$ cat config.mk
export PLATFORM = sky130hd
export DESIGN_NAME = pc_fetch_ctrl_flat
export DESIGN_NICKNAME = d
export VERILOG_FILES = /design/src/rtl/pc_fetch_if.sv /design/src/rtl/pc_fetch_ctrl.sv /design/src/flat_wrapper.sv
export SDC_FILE = /design/constraint.sdc
export NUM_CORES = 1
export LEC_CHECK = 0
export BUFFER_PORTS_ARGS = -buffer_cell sky130_fd_sc_hd__buf_2
export CAP_MARGIN = 0
export CELL_PAD_IN_SITES_DETAIL_PLACEMENT = 1
export CELL_PAD_IN_SITES_GLOBAL_PLACEMENT = 1
export CORE_MARGIN = 2
export CORE_UTILIZATION = 24
export CTS_CLUSTER_SIZE = 20
export DETAILED_ROUTE_END_ITERATION = 6
export PLACE_DENSITY = 0.67
export SLEW_MARGIN = 20
export SYNTH_ARGS = -nofsm -noshare
export SYNTH_HDL_FRONTEND = slang
export SYNTH_SLANG_ARGS = --single-unit
$ cat constraint.sdc
create_clock -name clk -period 5.2 [get_ports clk]
set_input_delay 0.26 -clock clk [delete_from_list [all_inputs] [get_ports clk]]
set_output_delay 0.26 -clock clk [all_outputs]
set_load 0.01 [all_outputs]
$ cat src/rtl/pc_fetch_if.sv
// Fetch-control bus: run handshake, decoder inputs, LUT port and PC outputs.
// master = top level / testbench side, slave = pc_fetch_ctrl side.
interface pc_fetch_if #(
  parameter int D     = 10,
  parameter int IDX_W = 8,
  parameter int CNT_W = 16
);
  logic             start;
  logic             halt;
  logic             stall;
  logic             branch_taken;
  logic [IDX_W-1:0] lut_idx;
  logic [IDX_W-1:0] lut_addr;
  logic [D-1:0]     lut_target;
  logic [D-1:0]     pc;
  logic             pc_valid;
  logic             done;
  logic [CNT_W-1:0] cycle_cnt;

  modport master (
    output start, halt, stall,
    output branch_taken, lut_idx,
    output lut_target,
    input  lut_addr, pc, pc_valid,
    input  done, cycle_cnt
  );

  modport slave (
    input  start, halt, stall,
    input  branch_taken, lut_idx,
    input  lut_target,
    output lut_addr, pc, pc_valid,
    output done, cycle_cnt
  );
endinterface

$ cat src/rtl/pc_fetch_ctrl.sv
// PC sequencer: IDLE/RUN/HALTED run control, +1 or LUT-branch next PC,
// saturating RUN cycle counter. Ports: clk, reset_n, bus (pc_fetch_if.slave).
module pc_fetch_ctrl #(
  parameter int             D        = 10,
  parameter int             IDX_W    = 8,
  parameter logic [D-1:0]   START_PC = '0,
  parameter int             CNT_W    = 16
) (
  input  logic       clk,
  input  logic       reset_n,
  pc_fetch_if.slave  bus
);

  localparam logic [1:0] S_IDLE   = 2'd0;
  localparam logic [1:0] S_RUN    = 2'd1;
  localparam logic [1:0] S_HALTED = 2'd2;

  logic [1:0]       state_q, state_d;
  logic [D-1:0]     pc_q, pc_d;
  logic [CNT_W-1:0] cnt_q, cnt_d;
  logic             done_q, done_d;
  logic             run;

  assign run = (state_q == S_RUN);

  // LUT index passes straight through so the target
  // returns in the same cycle the branch is decided.
  assign bus.lut_addr  = run ? bus.lut_idx : '0;
  assign bus.pc_valid  = run && !bus.stall;
  assign bus.pc        = pc_q;
  assign bus.done      = done_q;
  assign bus.cycle_cnt = cnt_q;

  always_comb begin
    state_d = state_q;
    pc_d    = pc_q;
    cnt_d   = cnt_q;
    done_d  = done_q;
    case (state_q)
      S_RUN: begin
        if (cnt_q != '1)
          cnt_d = cnt_q + CNT_W'(1);
        // halt outranks stall and branch
        if (bus.halt) begin
          state_d = S_HALTED;
          done_d  = 1'b1;
        end else if (bus.stall) begin
          pc_d = pc_q;
        end else if (bus.branch_taken) begin
          pc_d = bus.lut_target;
        end else begin
          pc_d = pc_q + D'(1);
        end
      end
      S_IDLE, S_HALTED: begin
        if (bus.start) begin
          state_d = S_RUN;
          pc_d    = START_PC;
          cnt_d   = '0;
          done_d  = 1'b0;
        end
      end
      default: begin
        state_d = S_IDLE;
      end
    endcase
  end

  always_ff @(posedge clk or negedge reset_n) begin
    if (!reset_n) begin
      state_q <= S_IDLE;
      pc_q    <= START_PC;
      cnt_q   <= '0;
      done_q  <= 1'b0;
    end else begin
      state_q <= state_d;
      pc_q    <= pc_d;
      cnt_q   <= cnt_d;
      done_q  <= done_d;
    end
  end

endmodule
$ cat src/flat_wrapper.sv
// flat-port wrapper written by rule: the top's interface ports become plain ports
module pc_fetch_ctrl_flat 
#(
  parameter int             D        = 10,
  parameter int             IDX_W    = 8,
  parameter logic [D-1:0]   START_PC = '0,
  parameter int             CNT_W    = 16
)
  (clk, reset_n, bus_start, bus_halt, bus_stall, bus_branch_taken, bus_lut_idx, bus_lut_target, bus_lut_addr, bus_pc, bus_pc_valid, bus_done, bus_cycle_cnt);
  pc_fetch_if #(.D(D), .IDX_W(IDX_W), .CNT_W(CNT_W)) bus_i ();
  input  logic clk;
  input  logic reset_n;
  input wire logic [$bits(bus_i.start)-1:0] bus_start;
  input wire logic [$bits(bus_i.halt)-1:0] bus_halt;
  input wire logic [$bits(bus_i.stall)-1:0] bus_stall;
  input wire logic [$bits(bus_i.branch_taken)-1:0] bus_branch_taken;
  input wire logic [$bits(bus_i.lut_idx)-1:0] bus_lut_idx;
  input wire logic [$bits(bus_i.lut_target)-1:0] bus_lut_target;
  output wire logic [$bits(bus_i.lut_addr)-1:0] bus_lut_addr;
  output wire logic [$bits(bus_i.pc)-1:0] bus_pc;
  output wire logic [$bits(bus_i.pc_valid)-1:0] bus_pc_valid;
  output wire logic [$bits(bus_i.done)-1:0] bus_done;
  output wire logic [$bits(bus_i.cycle_cnt)-1:0] bus_cycle_cnt;
  assign bus_i.start = bus_start;
  assign bus_i.halt = bus_halt;
  assign bus_i.stall = bus_stall;
  assign bus_i.branch_taken = bus_branch_taken;
  assign bus_i.lut_idx = bus_lut_idx;
  assign bus_i.lut_target = bus_lut_target;
  assign bus_lut_addr = bus_i.lut_addr;
  assign bus_pc = bus_i.pc;
  assign bus_pc_valid = bus_i.pc_valid;
  assign bus_done = bus_i.done;
  assign bus_cycle_cnt = bus_i.cycle_cnt;
  pc_fetch_ctrl #(.D(D), .IDX_W(IDX_W), .START_PC(START_PC), .CNT_W(CNT_W)) u_core (.clk(clk), .reset_n(reset_n), .bus(bus_i));
endmodule
==> out/qor.log, run 1 <==
INFO  sta            rsz0062_at_grt=false
INFO  floorplanning  dieArea=0.00805mm²
INFO  critical_path  regToRegEndpoint=u_core.bus.cycle_cnt[14]$_DFFE_PN0P_
INFO  yosys          synth-warning-count=0
INFO  sta            maxClockFrequency=0.408GHz
INFO  clock_network  clk_pin_slew=0.07ns
INFO  critical_path  endpoint_kind=register
INFO  final_layout   nNetsFinal=281
INFO  placed_design  placed_cells_incl_taps=347
INFO  pwr            p_comb_share=24.5%
INFO  pwr            power.share.sequential=44.9%
INFO  clock_network  numCtsBuffers=5
INFO  routing        vias=1819
INFO  critical_path  worstSetupStartpoint=u_core.state_q[0]$_DFFE_PN0P_
INFO  global_route   grt_pass1_wl=8950µm
INFO  yosys          synthesis.area_per_instance=8.86µm²
INFO  yosys          syn-num-nets=225
INFO  pwr            p_clk_share=30.6%
INFO  sta            layout_worst_path_cycle_share=47.1%
INFO  yosys          yosys-top-cells-count=sky130_fd_sc_hd__dfrtp_1, sky130_fd_sc_hd__nand2_1, sky130_fd_sc_hd__o21ai_0
INFO  critical_path  worst-r2r-setup-slack=2.75ns
INFO  final_layout   share_of_cells_above_drive_strength_1=27.8%
INFO  yosys          syn_area=0.00176mm²
INFO  sta            finalSetupViolCount=0
INFO  pwr            totalPowerFinal=0.623mW
INFO  clock_network  cts-root-buf=sky130_fd_sc_hd__clkbuf_8
INFO  pwr            max-vdd-ir-drop=0.139mV
INFO  pwr            power.density=280mW/mm²
INFO  critical_path  worst-setup-path-type=reg2reg
INFO  sta            timing.clock.skew=0.00665ns
INFO  clock_network  cts.path.max_buffers=2
INFO  critical_path  required=5.41ns
INFO  yosys          synth-seq-cells=29
INFO  pwr            swShare=33.5%
INFO  final_layout   final_util=31.0%
INFO  critical_path  setup.worst_path.start_class=register
INFO  sta            final_critical_path_setup_slack=2.75ns
INFO  final_layout   layout.cells.non_filler=354
INFO  pwr            leakage=1.04nW
INFO  sta            finalHoldViolations=0
INFO  floorplanning  floorplan.core_area=0.00718mm²
INFO  routing        dr.first_iter.drc_count=101
INFO  yosys          netlist.top_cell.by_area=sky130_fd_sc_hd__dfrtp_1
INFO  clock_network  tritoncts=yes
INFO  placed_design  place.port_buffers=59
INFO  floorplanning  pin_count=60
INFO  hold_path      min-delay-path-class=in2async
INFO  sta            tightest_slew=0.982ns
INFO  global_route   number_of_global_route_vias_before_repair=1842
INFO  critical_path  path_max_fanout=16
INFO  yosys          post_synth_num_cell_types=46
INFO  critical_path  timing.critical_path.arrival=2.66ns
INFO  global_route   maximum_number_of_pins_on_one_net_before_global_route_repair=30
INFO  pwr            p_sw=0.209mW
INFO  placed_design  pre_cts_setup_slack=2.73ns
INFO  yosys          yosys.cell_count.top_type=sky130_fd_sc_hd__dfrtp_1
INFO  sta            slew-limit-headroom=34.4%
INFO  floorplanning  cell_rows=31
INFO  yosys          count_of_flip_flops_with_a_built_in_enable_after_synthesis=0
INFO  yosys          yosys-top-cells-area=sky130_fd_sc_hd__dfrtp_1, sky130_fd_sc_hd__o21ai_0, sky130_fd_sc_hd__nand2_1, sky130_fd_sc_hd__a21oi_1, sky130_fd_sc_hd__and2_1
INFO  clock_network  worstSkewPairLatency=0.28ns
INFO  pwr            p_int=0.414mW
INFO  routing        ant_nets=0
INFO  final_layout   area_growth=26.3%
INFO  floorplanning  dieHeight=89.7µm
INFO  clock_network  setup_fix_buffers_added_after_clock_tree_synthesis=0
INFO  routing        detail_route.first_pass.iterations=4
INFO  clock_network  cts.sinks=29
INFO  yosys          ys_dominant_reg_cell=sky130_fd_sc_hd__dfrtp_1
INFO  sta            setup_total_negative_slack=0ns
INFO  sta            pins_over_slew_limit=0
INFO  clock_network  cts-resized-gates=0
INFO  routing        totalWireLength=5410µm
INFO  routing        wire_per_inst=15.3µm
INFO  global_route   global_route.overflow_total=0
INFO  yosys          async_reset_ff_share=100%
INFO  status         status=completed
INFO  floorplanning  start_util=24.6%
INFO  run            drv_cap=0
INFO  yosys          syn-instance-count=199
INFO  critical_path  endpoint=u_core.bus.cycle_cnt[14]$_DFFE_PN0P_
INFO  critical_path  ff2ff_path_depth=4
INFO  floorplanning  die-width=89.7µm
INFO  clock_network  htreeDepth=2
INFO  global_route   antenna_violations_before_repair=0
INFO  global_route   grt_usage=13.7%
INFO  routing        via_per_inst=5.14
INFO  critical_path  startpoint_of_the_lowest_slack_register_to_register_path=u_core.state_q[0]$_DFFE_PN0P_
INFO  placed_design  detailedPlacementHpwl=3970µm
INFO  routing        final_routed_drc_violation_total=0
INFO  clock_network  ctsHoldBuffers=0
INFO  yosys          synth_top_area_share=41.2%
INFO  placed_design  final_wtd_congestion=0.766
INFO  sta            min_period=2.45ns
INFO  final_layout   insertedDiodeCount=0
INFO  yosys          seq_area_frac_synth=41.2%
cell type report:
cell class	count	area, µm²
Sequential cell	29	726
Clock buffer	7	86.3
Inverter	2	7.51
Timing Repair Buffer	60	303
Multi-Input combinational cell	157	980
Fill cell	882	4950
Tap cell	99	124
registers in the layout, indices dropped and copies added (netlist names):
signal                cells
u_core.bus.done           1
u_core.bus.cycle_cnt     16
u_core.state_q            2
u_core.bus.pc            10
kinds of logic after synthesis:
| kind of cell | Yosys count | synth area share, % |
|---|---|---|
| simple gates | 89 | 28.5 |
| compound gates | 60 | 22.1 |
| flops | 29 | 41.2 |
| buf+inv | 13 | 3.26 |
| mux | 6 | 3.55 |
| fa+ha+maj | 2 | 1.42 |
layer usage:
layer	routed length (µm)	GRT usage (%)	up-vias
li1	-	-	866
met1	2590	17.9	900
met2	2530	22.0	45
met3	202	3.19	8
met4	91	5.00	0
met5	0	0	-
through the flow:
stage | cell area [µm²] | hold WS (ns)
6_report | 2230 | 0.0274
5_1_grt | 2230 | 0.0692
4_1_cts | 2230 | 0.0481
3_5_place_dp | 2140 | 0.363
3_3_place_gp | 2140 | 0.344
2_1_floorplan | 1760 | -0.0356
power groups by stage:
stage	clock (mW)	sequential [mW]	combinational, mW
global placement	0	0.282	0.152
detailed placement	0	0.283	0.155
floorplan	0	0.283	0.0861
global route	0.210	0.285	0.170
CTS	0.201	0.279	0.155
finish	0.191	0.280	0.153
how the worst min path moves through the flow:
| stage | from | to | slack, ns | depth (start not counted) |
|---|---|---|---|---|
| after floorplan | reset_n | u_core.bus.cycle_cnt[0]$_DFFE_PN0P_ | -0.04 | 0 |
| after global placement | reset_n | u_core.bus.pc[1]$_DFFE_PN0P_ | 0.34 | 1 |
| after detailed placement | reset_n | u_core.bus.done$_DFFE_PN0P_ | 0.36 | 1 |
| after CTS | reset_n | u_core.bus.pc[4]$_DFFE_PN0P_ | 0.05 | 1 |
| after global routing | reset_n | u_core.bus.cycle_cnt[4]$_DFFE_PN0P_ | 0.07 | 1 |
| final | reset_n | u_core.bus.pc[3]$_DFFE_PN0P_ | 0.03 | 1 |
critical path, stage by stage, from the launching register on:
cell                      delay [ns]
sky130_fd_sc_hd__dfrtp_1        0.52
sky130_fd_sc_hd__nor2b_1        0.83
sky130_fd_sc_hd__o21ai_0        0.36
sky130_fd_sc_hd__or4_1          0.53
sky130_fd_sc_hd__a21oi_1        0.15
cells in the final DEF (no fill, tap or decap), drive strengths merged, types with 5 or more instances in the layout:
cell type  instances
nand4              5
clkbuf             7
and3               5
o2bb2ai            6
nand3              5
and2               9
dfrtp             29
nor2               9
nand2b             5
nor3               5
a21oi             15
o21ai             18
buf               60
or4                5
nand2             22
Note: power is estimated with default switching activity, not from simulation.
==> run 2: changes to the inputs <==
PLACE_DENSITY = 0.69   (was 0.67)
clock period = 2 ns   (was 5.2 ns; I/O delays follow)
==> run 2 against run 1 <==
  * Via count up 6.0%
  * Sequential share of layout area fell by 1.9 points
  * Largest cell class unchanged
  * First-iteration DRC count is 19% higher
  * Critical path type unchanged
  * Sequential power rose to 2.5 times the previous value
  * Fmax is 29% higher
  * Highest routed layer unchanged
  * Register-to-register slack worse by 2.6 ns
  * Worst hold slack improved by 0.034 ns
  * Critical endpoint is now u_core.bus.cycle_cnt[13]$_DFFE_PN0P_
==> out/qor.log, run 2 (synthesized netlist as in run 1, its figures left out) <==
INFO  global_route   maximum_number_of_pins_on_one_net_before_global_route_repair=30
INFO  placed_design  place.port_buffers=59
INFO  sta            slew-limit-headroom=54.2%
INFO  pwr            p_int=1.09mW
INFO  pwr            swShare=34.0%
INFO  clock_network  numCtsBuffers=5
INFO  placed_design  placed_cells_incl_taps=363
INFO  final_layout   layout.cells.non_filler=373
INFO  final_layout   flip_flop_count_of_the_largest_register_all_copies_and_words_added=16
INFO  final_layout   share_of_cells_above_drive_strength_1=33.9%
INFO  routing        final_routed_drc_violation_total=0
INFO  clock_network  cts-root-buf=sky130_fd_sc_hd__clkbuf_8
INFO  placed_design  detailedPlacementHpwl=4300µm
INFO  final_layout   most_used_cells_in_the_layout_excluding_fill_and_tap_cells=sky130_fd_sc_hd__buf_2, sky130_fd_sc_hd__dfrtp_1, sky130_fd_sc_hd__nand2_1
INFO  pwr            max-vdd-ir-drop=0.339mV
INFO  floorplanning  dieHeight=89.7µm
INFO  run            drv_cap=0
INFO  pwr            power.share.sequential=42.9%
INFO  pwr            totalPowerFinal=1.66mW
INFO  pwr            p_clk_share=28.4%
INFO  routing        vias=1928
INFO  critical_path  worst-r2r-setup-slack=0.11ns
INFO  critical_path  worst-setup-path-type=reg2reg
INFO  critical_path  regToRegEndpoint=u_core.bus.cycle_cnt[13]$_DFFE_PN0P_
INFO  clock_network  htreeDepth=2
INFO  routing        ant_nets=0
INFO  critical_path  endpoint_kind=register
INFO  sta            pins_over_slew_limit=0
INFO  critical_path  required=2.21ns
INFO  routing        detail_route.first_pass.iterations=4
INFO  routing        via_per_inst=5.17
INFO  final_layout   layout_commonest_cell=sky130_fd_sc_hd__buf_2
INFO  floorplanning  start_util=24.6%
INFO  global_route   number_of_global_route_vias_before_repair=2081
INFO  critical_path  setup.worst_path.start_class=register
INFO  floorplanning  floorplan.core_area=0.00718mm²
INFO  floorplanning  pin_count=60
INFO  global_route   antenna_violations_before_repair=0
INFO  clock_network  tritoncts=yes
INFO  hold_path      min_delay_path_depth=2
INFO  routing        wire_per_inst=15.4µm
INFO  placed_design  final_wtd_congestion=0.756
INFO  hold_path      hold_path_startpoint=bus_halt
INFO  pwr            leakage=1.12nW
INFO  critical_path  timing.critical_path.arrival=2.10ns
INFO  sta            timing.clock.skew=0.00458ns
INFO  pwr            p_sw=0.565mW
INFO  routing        totalWireLength=5730µm
INFO  pwr            power.density=701mW/mm²
INFO  hold_path      min_to=u_core.state_q[0]$_DFFE_PN0P_
INFO  global_route   global_route.overflow_total=0
INFO  clock_network  cts.path.max_buffers=2
INFO  routing        dr.first_iter.drc_count=120
INFO  hold_path      min-delay-path-class=in2reg
INFO  sta            worst_case_hold_slack=0.0615ns
INFO  sta            finalHoldViolations=0
INFO  critical_path  ff2ff_path_depth=4
INFO  sta            rsz0062_at_grt=false
INFO  sta            maxClockFrequency=0.528GHz
INFO  sta            finalSetupViolCount=0
INFO  critical_path  path_max_fanout=8
INFO  clock_network  cts.sinks=29
INFO  final_layout   nNetsFinal=299
INFO  pwr            p_comb_share=28.6%
INFO  floorplanning  die-width=89.7µm
INFO  final_layout   insertedDiodeCount=0
INFO  sta            min_period=1.89ns
INFO  global_route   grt_usage=15.0%
INFO  sta            tightest_slew=0.687ns
INFO  critical_path  startpoint_of_the_lowest_slack_register_to_register_path=u_core.state_q[1]$_DFFE_PN0P_
INFO  status         status=completed
INFO  floorplanning  dieArea=0.00805mm²
INFO  clock_network  worstSkewPairLatency=0.28ns
INFO  global_route   grt_pass1_wl=9980µm
INFO  final_layout   area_growth=34.4%
INFO  floorplanning  cell_rows=31
INFO  clock_network  clk_pin_slew=0.07ns
INFO  sta            layout_worst_path_cycle_share=94.6%
INFO  sta            setup_total_negative_slack=0ns
-- run 2: cell count changes in the layout (fill, tap and decap cells not counted), moves of 2 or more --
cell | before | now
sky130_fd_sc_hd__buf_4 | 1 | 18
sky130_fd_sc_hd__dfrtp_2 | 0 | 2
sky130_fd_sc_hd__dfrtp_1 | 29 | 27
sky130_fd_sc_hd__clkinv_2 | 0 | 2
-- run 2: worst max path at each step --
stage | from | endpoint | slack (ns)
after floorplan | u_core.bus.cycle_cnt[0]$_DFFE_PN0P_ | u_core.bus.cycle_cnt[9]$_DFFE_PN0P_ | 0.08
after global placement | u_core.bus.cycle_cnt[1]$_DFFE_PN0P_ | u_core.bus.cycle_cnt[13]$_DFFE_PN0P_ | 0.13
after detailed placement | u_core.bus.cycle_cnt[1]$_DFFE_PN0P_ | u_core.bus.cycle_cnt[10]$_DFFE_PN0P_ | 0.07
after CTS | u_core.bus.cycle_cnt[1]$_DFFE_PN0P_ | u_core.bus.cycle_cnt[10]$_DFFE_PN0P_ | 0.02
after global routing | u_core.state_q[1]$_DFFE_PN0P_ | u_core.bus.cycle_cnt[13]$_DFFE_PN0P_ | 0.004
final | u_core.state_q[1]$_DFFE_PN0P_ | u_core.bus.cycle_cnt[13]$_DFFE_PN0P_ | 0.11
-- run 2: cell type report --
cell class / count / area, µm²
Clock buffer: 6 / 72.6
Clock inverter: 2 / 10.0
Fill cell: 872 / 4810
Inverter: 2 / 7.51
Multi-Input combinational cell: 157 / 986
Sequential cell: 29 / 728
Tap cell: 99 / 124
Timing Repair Buffer: 78 / 440
-- run 2: per-layer routing --
layer	vias to the layer above	share of wire [%]	global-route usage, %
met5	-	0	0
met1	965	43	18.4
met4	0	0.70	5.13
met3	2	4.9	3.27
met2	53	51	26.1
li1	908	-	-
-- run 2: critical path: stages (launching register included) --
cell and delay (ns):
sky130_fd_sc_hd__dfrtp_2 0.44, sky130_fd_sc_hd__nand2b_1 0.19, sky130_fd_sc_hd__a2111o_1 0.54, sky130_fd_sc_hd__or4_1 0.52, sky130_fd_sc_hd__a21oi_2 0.14
-- run 2: what timing repair did --
action                                  CTS  global route
hold buffers                              1             0
endpoints found under the setup margin    0             6
hold endpoints to repair                 29             0
buffers inserted                          0             1
gates resized for setup                   0             6
-- run 2: per-stage QoR --
stage	instance area (µm²)	util, %	setup WS (ns)
after floorplan	1760	-	0.0777
after global placement	2260	31.5	0.131
after detailed placement	2260	31.5	0.0686
after CTS	2350	32.8	0.0218
after global routing	2370	33.0	0.00369
final	2370	33.0	0.108
-- run 2: power by group through the flow --
stage	clock network [mW]	registers [mW]	logic, mW
2_1_floorplan	0	0.735	0.224
3_3_place_gp	0	0.716	0.466
4_1_cts	0.500	0.713	0.481
6_report	0.472	0.713	0.475
5_1_grt	0.521	0.727	0.527
3_5_place_dp	0	0.724	0.478
==> run 3: changes to the inputs <==
--- a/config.mk
+++ b/config.mk
@@ -14,5 +14,5 @@
 export CTS_CLUSTER_SIZE = 20
 export DETAILED_ROUTE_END_ITERATION = 6
-export PLACE_DENSITY = 0.69
+export PLACE_DENSITY = 0.67
 export SLEW_MARGIN = 20
 export SYNTH_ARGS = -nofsm -noshare
==> constraint.sdc (replaced) <==
create_clock -name clk -period 1.9 [get_ports clk]
set_input_delay 0.095 -clock clk [delete_from_list [all_inputs] [get_ports clk]]
set_output_delay 0.095 -clock clk [all_outputs]
set_load 0.02 [all_outputs]
==> run 3 against run 2 <==
  * Worst setup slack got worse by 0.059 ns
  * Largest power group unchanged
  * Flip-flop and latch count unchanged
  * Final area increased by 3.5%
  * Register-to-register slack got worse by 0.06 ns
  * Highest routed layer unchanged
  * Final cell count grew 1.6%
  * Critical path depth unchanged
  * First-iteration DRC count shrank 11%
  * Sequential share of layout area decreased by 0.93 points
  * Combinational power increased by 28%
  * Die area unchanged
==> out/qor.log, run 3 (synthesized netlist as in run 1, its figures left out) <==
INFO  final_layout   layout.cells.non_filler=379
INFO  critical_path  setup.worst_path.start_class=register
INFO  placed_design  final_wtd_congestion=0.732
INFO  final_layout   area_growth=39.0%
INFO  final_layout   layout_commonest_cell=sky130_fd_sc_hd__buf_2
INFO  floorplanning  pin_count=60
INFO  placed_design  placed_cells_incl_taps=368
INFO  floorplanning  cell_rows=31
INFO  pwr            p_sw=0.668mW
INFO  sta            pins_over_slew_limit=0
INFO  pwr            p_comb_share=31.4%
INFO  routing        wire_per_inst=15.5µm
INFO  pwr            leakage=1.16nW
INFO  critical_path  ff2ff_path_depth=4
INFO  floorplanning  die-width=89.7µm
INFO  final_layout   nNetsFinal=305
INFO  final_layout   flip_flop_count_of_the_largest_register_all_copies_and_words_added=16
INFO  pwr            max-vdd-ir-drop=0.416mV
INFO  routing        detail_route.first_pass.iterations=4
INFO  final_layout   fillers=872
INFO  status         status=completed
INFO  global_route   maximum_number_of_pins_on_one_net_before_global_route_repair=30
INFO  critical_path  worst-setup-path-type=reg2reg
INFO  routing        totalWireLength=5890µm
INFO  pwr            power.share.sequential=38.7%
INFO  sta            slew-limit-headroom=54.4%
INFO  pwr            p_clk_share=29.8%
INFO  global_route   grt_pass1_wl=9520µm
INFO  sta            tightest_slew=0.684ns
INFO  floorplanning  floorplan.core_area=0.00718mm²
INFO  final_layout   insertedDiodeCount=0
INFO  routing        via_per_inst=4.97
INFO  sta            final_critical_path_setup_slack=0.0485ns
INFO  floorplanning  start_util=24.6%
INFO  critical_path  path_max_fanout=8
INFO  floorplanning  dieHeight=89.7µm
INFO  routing        dr.first_iter.drc_count=107
INFO  final_layout   final_util=34.2%
INFO  global_route   number_of_global_route_vias_before_repair=1884
INFO  sta            maxClockFrequency=0.540GHz
INFO  global_route   global_route.overflow_total=0
INFO  sta            timing.clock.skew=0.00849ns
INFO  floorplanning  dieArea=0.00805mm²
INFO  final_layout   share_of_cells_above_drive_strength_1=37.1%
INFO  clock_network  cts.sinks=29
INFO  pwr            p_int=1.26mW
INFO  routing        final_routed_drc_violation_total=0
INFO  sta            worst_case_hold_slack=0.0608ns
INFO  pwr            swShare=34.6%
INFO  clock_network  numCtsBuffers=5
INFO  clock_network  htreeDepth=2
INFO  clock_network  cts.path.max_buffers=2
INFO  sta            finalSetupViolCount=0
INFO  placed_design  detailedPlacementHpwl=4460µm
INFO  final_layout   most_used_cells_in_the_layout_excluding_fill_and_tap_cells=sky130_fd_sc_hd__buf_2, sky130_fd_sc_hd__dfrtp_1, sky130_fd_sc_hd__buf_4
INFO  clock_network  worstSkewPairLatency=0.29ns
INFO  global_route   antenna_violations_before_repair=0
INFO  sta            finalHoldViolations=0
INFO  clock_network  clk_pin_slew=0.06ns
INFO  pwr            power.density=787mW/mm²
INFO  placed_design  pre_cts_setup_slack=0.0194ns
INFO  hold_path      min-delay-path-class=in2reg
INFO  global_route   grt_usage=14.5%
INFO  routing        vias=1885
INFO  critical_path  timing.critical_path.arrival=2.06ns
INFO  sta            layout_worst_path_cycle_share=97.4%
INFO  routing        ant_nets=0
INFO  clock_network  cts-root-buf=sky130_fd_sc_hd__clkbuf_8
INFO  pwr            totalPowerFinal=1.93mW
INFO  critical_path  required=2.11ns
INFO  clock_network  tritoncts=yes
INFO  sta            min_period=1.85ns
INFO  placed_design  place.port_buffers=59
INFO  sta            rsz0062_at_grt=true
INFO  hold_path      min_delay_path_depth=2
INFO  critical_path  endpoint_kind=register
INFO  run            drv_cap=0
run 3: changes by cell type in the layout (fill, tap and decap cells not counted), moves of 2 or more:
cell and change:
sky130_fd_sc_hd__dfrtp_1 -2, sky130_fd_sc_hd__dfrtp_2 +2, sky130_fd_sc_hd__clkbuf_8 +2, sky130_fd_sc_hd__buf_4 +4
run 3: timing repair:
action / in CTS / in global routing
buffers inserted: 0 / 2
hold buffers: 1 / 0
gates resized for setup: 0 / 10
hold endpoints to repair: 29 / 0
setup endpoints to repair: 0 / 15
run 3: worst paths after layout:
| check | startpoint | endpoint | slack [ns] |
|---|---|---|---|
| setup / recovery | u_core.state_q[1]$_DFFE_PN0P_ | u_core.bus.cycle_cnt[13]$_DFFE_PN0P_ | 0.05 |
| hold / removal | bus_halt | u_core.state_q[0]$_DFFE_PN0P_ | 0.06 |
| setup reg to reg | u_core.state_q[1]$_DFFE_PN0P_ | u_core.bus.cycle_cnt[13]$_DFFE_PN0P_ | 0.05 |
| hold reg to reg | u_core.bus.done$_DFFE_PN0P_ | u_core.bus.done$_DFFE_PN0P_ | 0.47 |
| max in group asynchronous | reset_n | u_core.state_q[1]$_DFFE_PN0P_ | 1.03 |
| min in group asynchronous | reset_n | u_core.bus.pc[2]$_DFFE_PN0P_ | 0.38 |
run 3: routing by layer:
layer / routed length, µm / track usage (%)
met2: 2810 / 23.4
met3: 167 / 2.43
met4: 82 / 5.00
met1: 2830 / 19.7
met5: 0 / 0
run 3: worst max-delay path: stages (launching register included):
cell                       delay (ns)
sky130_fd_sc_hd__dfrtp_2         0.44
sky130_fd_sc_hd__nand2b_4        0.17
sky130_fd_sc_hd__a2111o_1        0.51
sky130_fd_sc_hd__or4_1           0.50
sky130_fd_sc_hd__a21oi_1         0.16
run 3: cell type report:
type	instances	area [µm²]	area share (%)
tap	99	124	5.05
clock inverter	1	5.00	0.204
multi-input combinational	157	1000	40.9
inverter	2	7.51	0.306
sequential	29	731	29.8
timing repair buffer	84	485	19.8
clock buffer	7	96.3	3.93
run 3: through the flow:
| step | setup TNS, ns | cell area [µm²] |
|---|---|---|
| floorplan | -0.00408 | 1770 |
| global placement | 0 | 2300 |
| detailed placement | 0 | 2300 |
| CTS | 0 | 2410 |
| finish | 0 | 2450 |
| global route | -0.0421 | 2450 |
run 3: power by group through the flow:
stage | logic [mW] | clock network (mW) | registers [mW]
after CTS | 0.591 | 0.600 | 0.743
after global routing | 0.657 | 0.628 | 0.758
final | 0.607 | 0.575 | 0.747
after detailed placement | 0.587 | 0 | 0.755
after floorplan | 0.258 | 0 | 0.818
after global placement | 0.581 | 0 | 0.750
